[config.mk]
export PLATFORM = sky130hd
export DESIGN_NAME = mix_columns_seq
export DESIGN_NICKNAME = d
export VERILOG_FILES = /design/src/rtl/aes_pkg.sv /design/src/rtl/MixColumns_calculation.sv /design/src/rtl/mix_columns_seq.sv
export SDC_FILE = /design/constraint.sdc
export NUM_CORES = 1
export LEC_CHECK = 0
export ABC_CLOCK_PERIOD_IN_PS = 8470
export CAP_MARGIN = 10
export CORE_ASPECT_RATIO = 1.2
export CORE_MARGIN = 2
export CORE_UTILIZATION = 39
export DETAILED_ROUTE_END_ITERATION = 7
export GPL_ROUTABILITY_DRIVEN = 1
export PLACE_DENSITY = 0.67
export SYNTH_ARGS = -nofsm -noshare
export SYNTH_HDL_FRONTEND = slang
export SYNTH_HIERARCHICAL = 1
export SYNTH_SLANG_ARGS = --single-unit
[constraint.sdc]
create_clock -name clk -period 8.47 [get_ports clk]
set_input_delay 1.2705 -clock clk [delete_from_list [all_inputs] [get_ports clk]]
set_output_delay 1.2705 -clock clk [all_outputs]
set_load 0.01 [all_outputs]
[src/rtl/aes_pkg.sv]
// Shared AES datapath definitions: FSM states, widths and the GF(2^8) xtime helper.
package aes_pkg;

    typedef enum logic [1:0] {
        IDLE,
        MIX,
        DONE
    } state_e;

    localparam int unsigned COL_W   = 32;
    localparam int unsigned STATE_W = 128;
    localparam int unsigned N_COLS  = 4;
    localparam logic [7:0]  XTIME_POLY = 8'h1B;

    // Multiply by x in GF(2^8) modulo x^8 + x^4 + x^3 + x + 1.
    function automatic logic [7:0] xtime(input logic [7:0] b);
        return {b[6:0], 1'b0} ^ (b[7] ? XTIME_POLY : 8'h00);
    endfunction

endpackage

[src/rtl/MixColumns_calculation.sv]
// Combinational AES MixColumns for a single 32-bit column; byte 0 is the column MSB.
module MixColumns_calculation
    import aes_pkg::*;
(
    input  logic [COL_W-1:0] col,
    output logic [COL_W-1:0] col_out
);

    logic [7:0] b0, b1, b2, b3;
    logic [7:0] x0, x1, x2, x3;

    always_comb begin
        b0 = col[31:24];
        b1 = col[23:16];
        b2 = col[15:8];
        b3 = col[7:0];
        x0 = xtime(b0);
        x1 = xtime(b1);
        x2 = xtime(b2);
        x3 = xtime(b3);
        // 3*b is xtime(b) ^ b
        col_out[31:24] = x0 ^ (x1 ^ b1) ^ b2 ^ b3;
        col_out[23:16] = b0 ^ x1 ^ (x2 ^ b2) ^ b3;
        col_out[15:8]  = b0 ^ b1 ^ x2 ^ (x3 ^ b3);
        col_out[7:0]   = (x0 ^ b0) ^ b1 ^ b2 ^ x3;
    end

endmodule

[src/rtl/mix_columns_seq.sv]
// Sequential MixColumns: one shared column unit processes the four columns over four cycles,
// with a valid/ready handshake on both sides and an optional final-round bypass.
module mix_columns_seq
    import aes_pkg::*;
#(
    parameter bit BYPASS_EN = 1'b1
) (
    input  logic               clk,
    input  logic               rst_n,
    input  logic               in_valid,
    output logic               in_ready,
    input  logic [STATE_W-1:0] in_data,
    input  logic               in_skip,
    output logic               out_valid,
    input  logic               out_ready,
    output logic [STATE_W-1:0] out_data,
    output logic               busy
);

    localparam int unsigned IDX_W = $clog2(N_COLS);

    state_e             state_q, state_d;
    logic [IDX_W-1:0]   col_idx_q, col_idx_d;
    logic [STATE_W-1:0] data_q, data_d;
    logic [COL_W-1:0]   col_in, col_mixed;
    logic               accept;

    always_comb begin
        case (col_idx_q)
            2'd0:    col_in = data_q[127:96];
            2'd1:    col_in = data_q[95:64];
            2'd2:    col_in = data_q[63:32];
            default: col_in = data_q[31:0];
        endcase
    end

    MixColumns_calculation u_mix (
        .col     (col_in),
        .col_out (col_mixed)
    );

    always_comb begin
        state_d   = state_q;
        col_idx_d = col_idx_q;
        data_d    = data_q;
        case (state_q)
            IDLE:    in_ready = 1'b1;
            DONE:    in_ready = out_ready;
            default: in_ready = 1'b0;
        endcase
        accept = in_valid && in_ready;

        case (state_q)
            IDLE, DONE: begin
                if (state_q == DONE && out_ready) begin
                    state_d = IDLE;
                end
                // A DONE handoff and a new accept can share the same edge
                if (accept) begin
                    data_d    = in_data;
                    col_idx_d = '0;
                    state_d   = (in_skip && BYPASS_EN) ? DONE : MIX;
                end
            end
            MIX: begin
                case (col_idx_q)
                    2'd0:    data_d[127:96] = col_mixed;
                    2'd1:    data_d[95:64]  = col_mixed;
                    2'd2:    data_d[63:32]  = col_mixed;
                    default: data_d[31:0]   = col_mixed;
                endcase
                col_idx_d = col_idx_q + 1'b1;
                if (col_idx_q == IDX_W'(N_COLS - 1)) begin
                    state_d = DONE;
                end
            end
            default: state_d = IDLE;
        endcase
    end

    always_ff @(posedge clk) begin
        if (!rst_n) begin
            state_q   <= IDLE;
            col_idx_q <= '0;
            data_q    <= '0;
        end else begin
            state_q   <= state_d;
            col_idx_q <= col_idx_d;
            data_q    <= data_d;
        end
    end

    assign out_valid = (state_q == DONE);
    assign busy      = (state_q != IDLE);
    assign out_data  = data_q;

endmodule

==> reports/results.ini, run 1 <==
[clock_tree]
cts_tree = yes
htreeDepth = 4
ctsRootBufferMaster = clkbuf_16
clk_latency_ns = 0.43
cts_resized = 0
cts_buffer_depth = 2
post_cts_buffers = 0
cts-hold-fix-buffers = 0
cts_sinks = 132
cts_made_buffers = 17
path_clk_slew_ns = 0.06

[detailed_routing]
drt_wl_total_um = 34400
ant_nets = 0
dr.pass1.iters = 8
viasPerCell = 6.00
wl_per_cell_um = 24.8
num_vias = 8322
dr.first_iter.drc_count = 656
drc = 0

[floorplan]
ioPinCount = 264
core.rowCount = 63
die_y_um = 178
dieArea_mm2 = 0.0266
initial_core_util = 0.398
core-area_mm2 = 0.0248
chipWidth_um = 149

[yosys]
synthCells = 869
ys_ff_latch = 132
synth_compound_gate_area_share = 0.426
synthAdderAreaFrac = 0.00633
muxShareOfSynthArea = 0.0385
syn_area_mm2 = 0.00989
syn-num-nets = 1007
avgSynthCellArea_um2 = 11.4
yosysWarnings = 6
synth-xor-area-share = 0.132
synth_top_family_by_area = compound AO/OA/AOI/OAI gates
synth_cell_type_count = 37
ys_seq_area_frac = 0.267
yosys.area_share.simple = 0.0353

[critical_path]
rrSetupSlack_ns = 4.69
path_cells = clkdlybuf4s50_1, and3b_4, buf_4, buf_4, a211oi_1, a211oi_1
cp-start-kind = input pin
cp.arrival_ns = 4.32
end_kind = flip-flop
crit_path_max_fanout = 67
critical_path_class = input pin to flip-flop
critPathSlowestCell = buf_4
required_ns = 8.79
cpPeakStageDelay_ns = 0.95

[place]
place_area_mm2 = 0.0122
port_buffers = 263
routabilityCongestion = 0.832
hpwl_um = 22400
dp_cells = 1356

[grt]
grt-ovfl-total = 0
grt_use_total = 0.253
grt_pass1_wl_um = 51600
grt_max_degree = 87
grt_pass1_vias = 8461
grt_antenna_before_repair = 0

[power]
p_int_mw = 1.83
combPwrFrac = 0.420
power.switching_uw = 941
peakVddDrop_v = 0.000161
switching_share = 0.339
cellLeakagePower_nw = 4.51
clkPwrFrac = 0.294
power_frac_seq = 0.286
p_per_area_mw_per_mm2 = 216

[sta]
finalHoldViolations = 0
skew_ns = 0.0101
tightestPinTransition_ns = 1.20
period_minus_slack_ns = 4.00
grt_setup_unrepaired = false
slew_viol_final = 0
min_period_over_period = 0.472
max_freq_mhz = 250
finalSetupViolCount = 0
relSlewSlack = 0.180
tns_ns = 0

[status]
outcome = finished clean

[final_layout]
seqCellArea_mm2 = 0.00264
nets = 1188
syn_to_final_growth_pct = 30.2
fin_cells = 1388
final_area_mm2 = 0.0129
antenna_cells = 0
fillers = 2250
multi_input_area_mm2 = 0.00632
drive_gt1_frac = 0.289
mostFrequentLayoutCell = clkdlybuf4s50_1
layout_common_cells = clkdlybuf4s50_1, a211oi_2, dfxtp_1

[min_path]
min_path_type = flip-flop to flip-flop

[flow_run]
maxCapViolations = 0

-- through the flow --
stage	worst slack, ns	hold WS, ns	power [mW]	utilization
5_1_grt	4.29	0.614	2.88	0.519
4_1_cts	4.48	0.565	2.78	0.519
6_report	4.47	0.558	2.78	0.519
2_1_floorplan	5.52	0.514	1.59	-
3_5_place_dp	4.05	0.555	1.97	0.493
3_3_place_gp	4.08	0.551	1.95	0.493
-- cell type report --
class,count,area share
repair buffers,275,0.211
multi-input cells,588,0.491
clock inverters,12,0.0139
flip-flops and latches,132,0.205
inverters,36,0.0113
well taps,325,0.0316
clock buffers,20,0.0355
-- kinds of logic (layout without fill, tap and decap cells) --
family                     count (synthesis)  count (layout)
AOI/OAI and AO/OA                        427             427
xor gates and xnor gates                  75              75
adders and majority gates                  5               5
buffers and inverters                    149             343
DFF                                      132             132
muxes                                     36              36
and+or+nand+nor                           45              45
-- routing by layer --
layer | wire length [µm] | track usage
met1 | 14900 | 0.340
met2 | 16800 | 0.419
met3 | 2050 | 0.0366
met4 | 707 | 0.0806
met5 | 0 | 0
-- sequential cells by signal, summed over array words and instances (netlist names) --
signal and count:
col_idx_q 2, out_data 128, state_q 2
-- power by group through the flow --
stage / clock, mW / sequential [mW] / combinational [mW]
after floorplan: 0 / 0.814 / 0.776
after detailed placement: 0 / 0.803 / 1.16
final: 0.816 / 0.793 / 1.17
after global placement: 0 / 0.804 / 1.15
after CTS: 0.822 / 0.791 / 1.17
after global routing: 0.847 / 0.801 / 1.24
-- synth_stat cells, drive strengths merged --
master    n  area (µm²)
o32a      1        10.0
clkbuf   38         144
dfxtp   132        2640
or2       1        6.26
nor2      3        11.3
and3b    33         289
a211oi  256        3150
o211ai    2        15.0
and2      1        6.26
a222oi   32         320
xor3     11         263
xor2     13         114
mux2      4        60.1
clkinv    1        3.75
inv      35         131
nor2b     2        12.5
xnor3    32         722
a21oi   131         656
nand2b    2        12.5
o21bai    1        7.51
mux2i    32         320
a21o      4        52.6
buf      75         656
xnor2    19         204
ha        5        62.6
nand2     3        11.3
-- critical path, delay by kind of cell --
family                 cells  cell delay, ns
AOI/OAI and AO/OA          2            0.42
buffers and inverters      3            2.33
and+or+nand+nor            1            0.23
-- final timing paths --
path | start | to | cells after the start
setup / recovery | in_valid | out_data[45] | 6
hold / removal | col_idx_q[1] | col_idx_q[1] | 2
setup reg to reg | col_idx_q[0] | out_data[81] | 10
hold reg to reg | col_idx_q[1] | col_idx_q[1] | 2
Note: power is estimated with default switching activity, not from simulation.
==> run 2: changes to the inputs <==
--- a/config.mk
+++ b/config.mk
@@ -5,14 +5,14 @@
 export SDC_FILE = /design/constraint.sdc
 export NUM_CORES = 1
 export LEC_CHECK = 0
-export ABC_CLOCK_PERIOD_IN_PS = 8470
+export ABC_CLOCK_PERIOD_IN_PS = 3200
 export CAP_MARGIN = 10
 export CORE_ASPECT_RATIO = 1.2
 export CORE_MARGIN = 2
 export CORE_UTILIZATION = 39
 export DETAILED_ROUTE_END_ITERATION = 7
 export GPL_ROUTABILITY_DRIVEN = 1
-export PLACE_DENSITY = 0.67
+export PLACE_DENSITY = 0.69
 export SYNTH_ARGS = -nofsm -noshare
 export SYNTH_HDL_FRONTEND = slang
 export SYNTH_HIERARCHICAL = 1
==> constraint.sdc (replaced) <==
create_clock -name clk -period 3.2 [get_ports clk]
set_input_delay 0.48 -clock clk [delete_from_list [all_inputs] [get_ports clk]]
set_output_delay 0.48 -clock clk [all_outputs]
set_load 0.01 [all_outputs]
==> run 2 against run 1 <==
Critical path depth grew 4. Worst hold slack lost 0.033 ns. Sequential cell count is the same. Clock skew shrank 0.0019 ns.
==> reports/results.ini, run 2 (synthesized netlist as in run 1, its figures left out) <==
[final_layout]
antenna_cells = 0  ; unchanged
fillers = 2163  ; -3.9%
multi_input_area_mm2 = 0.00643  ; +1.7%
largest_reg_flops = 128  ; unchanged
drive_gt1_frac = 0.326  ; +0.0372
layout_common_cells = clkdlybuf4s50_1, a211oi_2, a21oi_1
nets = 1220  ; +2.7%
final_area_mm2 = 0.0133  ; +3.5%
mostFrequentLayoutCell = clkdlybuf4s50_1
syn_to_final_growth_pct = 34.8
seqCellArea_mm2 = 0.00265  ; about the same

[floorplan]
core.rowCount = 63  ; unchanged
core-area_mm2 = 0.0248  ; unchanged
ioPinCount = 264  ; unchanged
initial_core_util = 0.398  ; unchanged
chipWidth_um = 149  ; unchanged
die_y_um = 178  ; unchanged
dieArea_mm2 = 0.0266  ; unchanged

[place]
place_area_mm2 = 0.0126  ; +2.9%
routabilityCongestion = 0.941  ; +13%
port_buffers = 263  ; unchanged
hpwl_um = 24400  ; +9.1%
preCtsSetupSlack_ns = -0.0216  ; -4.08 ns

[detailed_routing]
drc = 0  ; unchanged
viasPerCell = 6.05  ; +0.87%
wl_met3_um = 2290  ; +12%
wl_met1_um = 15000  ; +1.0%
drt_wl_total_um = 35900  ; +4.2%
ant_nets = 0  ; unchanged
dr.pass1.iters = 8  ; unchanged
num_vias = 8588  ; +3.2%
met2_length_um = 17400  ; +3.7%
dr.first_iter.drc_count = 825  ; +26%
wl_per_cell_um = 25.2  ; +1.8%
routed.top_layer = met4

[clock_tree]
cts_sinks = 132  ; unchanged
path_clk_slew_ns = 0.06  ; about the same
cts_made_buffers = 17  ; unchanged
htreeDepth = 4  ; unchanged
ctsRootBufferMaster = clkbuf_16
cts_tree = yes
clk_latency_ns = 0.43  ; about the same
cts_buffer_depth = 2  ; unchanged

[min_path]
min_path_type = flip-flop to flip-flop
whs_path_depth = 2  ; unchanged

[critical_path]
end_kind = flip-flop
cp-start-kind = flip-flop
crit_path_max_fanout = 33  ; -51%
cp.arrival_ns = 3.33  ; -0.99 ns
critical_path_class = flip-flop to flip-flop
endpoint = out_data[58]
rr_startpoint = col_idx_q[0]
rr_endpoint = out_data[58]
required_ns = 3.50  ; -5.29 ns
setup.worst_path.start = col_idx_q[0]
r2r_cells = 10  ; unchanged
rrSetupSlack_ns = 0.18  ; -4.51 ns

[grt]
grt_antenna_before_repair = 0  ; unchanged
grt_pass1_vias = 8721  ; +3.1%
grt-ovfl-total = 0  ; unchanged
grt_max_degree = 132  ; +52%
grt_pass1_wl_um = 53700  ; +4.1%
grt_use_total = 0.266  ; +0.0122

[sta]
finalHoldViolations = 0  ; unchanged
whs_ns = 0.525  ; -0.0327 ns
period_minus_slack_ns = 3.02
tightestPinTransition_ns = 0.676  ; -0.519 ns
finalSetupViolCount = 0  ; unchanged
relSlewSlack = 0.536  ; +0.356
skew_ns = 0.00824  ; -0.00189 ns
max_freq_mhz = 331
min_period_over_period = 0.944
post-route-worst-setup-slack_ns = 0.178  ; -4.29 ns
slew_viol_final = 0  ; unchanged
grt_setup_unrepaired = false

[power]
peakVddDrop_v = 0.000459  ; +180%
p_per_area_mw_per_mm2 = 553  ; +160%
p_total_mw = 7.37  ; +170%
cellLeakagePower_nw = 4.74  ; +5.3%

[status]
outcome = finished clean

[flow_run]
maxCapViolations = 0  ; unchanged

[run 2: stage by stage]
step / std cells / TNS [ns] / utilization
floorplan: 869 / 0 / -
detailed placement: 1385 / -0.0491 / 0.507
global route: 1420 / 0 / 0.537
CTS: 1417 / 0 / 0.532
global placement: 1385 / 0 / 0.507
finish: 1420 / 0 / 0.537
[run 2: worst min path at each step]
stage,to,start,slack (ns)
floorplan,col_idx_q[0],col_idx_q[0],0.51
global placement,col_idx_q[1],col_idx_q[1],0.53
CTS,col_idx_q[0],col_idx_q[0],0.56
finish,col_idx_q[0],col_idx_q[0],0.52
global route,col_idx_q[0],col_idx_q[0],0.59
detailed placement,col_idx_q[0],col_idx_q[0],0.55
[run 2: repair_timing]
action | CTS | global route
buffers inserted | 0 | 3
setup endpoints to repair | 7 | 91
resized for setup | 1 | 19
hold buffers | 0 | 0
pin swaps | 0 | 5
[run 2: cell type report]
class	instances	share of cell area
Sequential cell	132	0.198
Tap cell	325	0.0305
Clock inverter	8	0.00732
Multi-Input combinational cell	588	0.483
Clock buffer	24	0.0376
Inverter	36	0.0109
Timing Repair Buffer	307	0.233
[run 2: routing by layer]
| metal | track usage | up-vias |
|---|---|---|
| li1 | - | 3831 |
| met1 | 0.345 | 4245 |
| met2 | 0.433 | 427 |
| met3 | 0.0519 | 85 |
| met4 | 0.106 | 0 |
| met5 | 0 | - |
[run 2: report_power, final]
part	switching [mW]	internal [mW]	total [mW]
clock	0.770	1.25	2.02
sequential	0.266	1.86	2.12
combinational	1.47	1.75	3.23
total	2.51	4.86	7.37
[run 2: critical path, stage by stage, from the launching register on]
cell      delay (ns)
dfxtp_2         0.37
inv_1           0.08
ha_1            0.23
buf_12          0.19
a222oi_1        0.38
mux2i_1         0.30
xnor2_2         0.36
xor3_1          0.39
and3b_1         0.29
a21oi_1         0.20
a211oi_2        0.09
==> run 3: changes to the inputs <==
--- a/config.mk
+++ b/config.mk
@@ -8,7 +8,6 @@
 export ABC_CLOCK_PERIOD_IN_PS = 3200
 export CAP_MARGIN = 10
 export CORE_ASPECT_RATIO = 1.2
-export CORE_MARGIN = 2
 export CORE_UTILIZATION = 39
 export DETAILED_ROUTE_END_ITERATION = 7
 export GPL_ROUTABILITY_DRIVEN = 1
==> run 3 against run 2 <==
Routed wire length is 1.5% lower. Sequential share of layout area is 0.24 points higher. Sequential cell count stayed put. Register-to-register slack worse by 0.09 ns. Die area is 2.4% lower. Core utilization is 0.67 points lower. Combinational power is 2% lower.
==> reports/results.ini, run 3 (synthesized netlist as in run 1, its figures left out) <==
[grt]
grt-ovfl-total = 0  ; unchanged
grt_antenna_before_repair = 0  ; unchanged
grt_pass1_vias = 8820  ; +1.1%
grt_max_degree = 83  ; -37%
grt_pass1_wl_um = 52900  ; -1.4%
grt_use_total = 0.269  ; +0.00328

[sta]
finalSetupViolCount = 0  ; unchanged
post-route-worst-setup-slack_ns = 0.0884  ; -0.0897 ns
tns_ns = 0  ; unchanged
finalHoldViolations = 0  ; unchanged
slew_viol_final = 0  ; unchanged
max_freq_mhz = 321  ; -2.9%
tightestPinTransition_ns = 1.25  ; +0.574 ns
grt_setup_unrepaired = false
min_period_over_period = 0.972  ; +0.0280
relSlewSlack = 0.167  ; -0.370
period_minus_slack_ns = 3.11  ; +0.0897 ns
skew_ns = 0.00919  ; +0.000945 ns

[final_layout]
fillers = 2244  ; +3.7%
drive_gt1_frac = 0.313  ; -0.0132
antenna_cells = 0  ; unchanged
multi_input_area_mm2 = 0.00638  ; -0.76%
syn_to_final_growth_pct = 33.2
nets = 1212  ; -0.66%
layout_common_cells = clkdlybuf4s50_1, a211oi_2, a21oi_1, dfxtp_1, inv_1
fin_cells = 1412  ; -0.56%
mostFrequentLayoutCell = clkdlybuf4s50_1
seqCellArea_mm2 = 0.00264  ; about the same
largest_reg_flops = 128  ; unchanged

[critical_path]
end_kind = flip-flop
cp-start-kind = flip-flop
crit_path_max_fanout = 33  ; unchanged
r2r_cells = 10  ; unchanged
rr_endpoint = out_data[47]
critical_path_class = flip-flop to flip-flop
rr_startpoint = col_idx_q[1]
cp.arrival_ns = 3.37  ; +0.04 ns
required_ns = 3.46  ; -0.04 ns
rrSetupSlack_ns = 0.09  ; -0.09 ns

[floorplan]
ioPinCount = 264  ; unchanged
initial_core_util = 0.398  ; unchanged
core.rowCount = 63  ; unchanged
chipWidth_um = 147  ; -1.3%
core-area_mm2 = 0.0248  ; unchanged
die_y_um = 176  ; -1.1%
dieArea_mm2 = 0.0260  ; -2.4%

[power]
power.switching_mw = 2.49  ; -0.81%
switching_share = 0.343  ; +0.00206
p_per_area_mw_per_mm2 = 552  ; -0.16%
power_frac_seq = 0.292  ; +0.004
combPwrFrac = 0.435  ; -0.003
p_int_mw = 4.77  ; -1.7%
cellLeakagePower_nw = 4.66  ; -1.8%
clkPwrFrac = 0.274  ; about the same
peakVddDrop_v = 0.000418  ; -9.0%

[clock_tree]
cts_tree = yes
cts_made_buffers = 17  ; unchanged
post_cts_buffers = 0  ; unchanged
clk_latency_ns = 0.43  ; about the same
cts_sinks = 132  ; unchanged
cts_buffer_depth = 2  ; unchanged
htreeDepth = 4  ; unchanged
path_clk_slew_ns = 0.06  ; about the same
ctsRootBufferMaster = clkbuf_16

[min_path]
min_path_type = flip-flop to flip-flop
min_to = col_idx_q[0]
worst_hold_startpoint = col_idx_q[0]
whs_path_depth = 2  ; unchanged

[detailed_routing]
viasPerCell = 6.13  ; +1.4%
dr.first_iter.drc_count = 828  ; +0.36%
drc = 0  ; unchanged
num_vias = 8656  ; +0.79%
wl_per_cell_um = 25.0  ; -0.98%
ant_nets = 0  ; unchanged
dr.pass1.iters = 5  ; -3
drt_wl_total_um = 35300  ; -1.5%

[status]
outcome = finished clean

[place]
hpwl_um = 24000  ; -1.7%
port_buffers = 263  ; unchanged
routabilityCongestion = 0.897  ; -4.7%
preCtsSetupSlack_ns = 0.0131  ; +0.0347 ns
dp_cells = 1380  ; -0.36%

[flow_run]
maxCapViolations = 0  ; unchanged

run 3: changes by cell type in the layout (fill, tap and decap cells not counted), sizes merged:
| cell | before | now |
|---|---|---|
| clkinv | 3 | 4 |
| buf | 44 | 36 |
| clkbuf | 24 | 23 |
run 3: repair_timing:
action,in CTS,in global routing
endpoints found under the hold margin,0,0
resized for setup,3,9
hold buffers,0,0
setup endpoints to repair,5,50
pin swaps,0,4
run 3: worst max path at each step:
| stage | from | end | slack (ns) | cells after the start |
|---|---|---|---|---|
| after floorplan | col_idx_q[0] | out_data[17] | 0.25 | 9 |
| after global placement | col_idx_q[0] | out_data[51] | 0.06 | 10 |
| after detailed placement | col_idx_q[0] | out_data[33] | 0.01 | 10 |
| after CTS | col_idx_q[0] | out_data[17] | 0.03 | 10 |
| after global routing | col_idx_q[1] | out_data[115] | 0.008 | 10 |
| final | col_idx_q[1] | out_data[47] | 0.09 | 10 |
run 3: area by class of cell:
class,instances,area share
sequential,132,0.201
tap,325,0.0309
multi-input combinational,588,0.485
clock inverter,9,0.00779
clock buffer,23,0.0363
inverter,36,0.0110
timing repair buffer,299,0.228
run 3: stage by stage:
step           hold WS (ns)  utilization  total power [mW]  instance area [µm²]
2_1_floorplan         0.514            -              4.21                 9890
3_3_place_gp          0.532        0.504              5.25                12500
3_5_place_dp          0.557        0.504              5.26                12500
4_1_cts               0.566        0.529              7.25                13100
5_1_grt               0.584        0.530              7.54                13200
6_report              0.531        0.530              7.26                13200
run 3: critical path, stage by stage (launching register included):
cell and delay [ns]:
dfxtp_1 0.40, inv_1 0.08, ha_1 0.21, buf_12 0.19
a222oi_1 0.40, mux2i_1 0.29, xnor2_1 0.50, xor3_1 0.33
and3b_1 0.26, a21oi_1 0.19, a211oi_2 0.09
run 3: per-layer routing:
layer	share of wire	wire length (µm)	GRT usage	up-vias
met4	0.026	911	0.105	0
met3	0.068	2400	0.0421	60
met2	0.49	17400	0.458	436
met1	0.41	14600	0.339	4349
met5	0	0	0	-
li1	-	-	-	3811
run 3: power groups by stage:
stage	registers, mW	logic [mW]	clock network, mW
global placement	2.15	3.10	0
finish	2.12	3.16	1.99
CTS	2.11	3.14	2.00
global route	2.13	3.33	2.07
floorplan	2.15	2.05	0
detailed placement	2.14	3.11	0
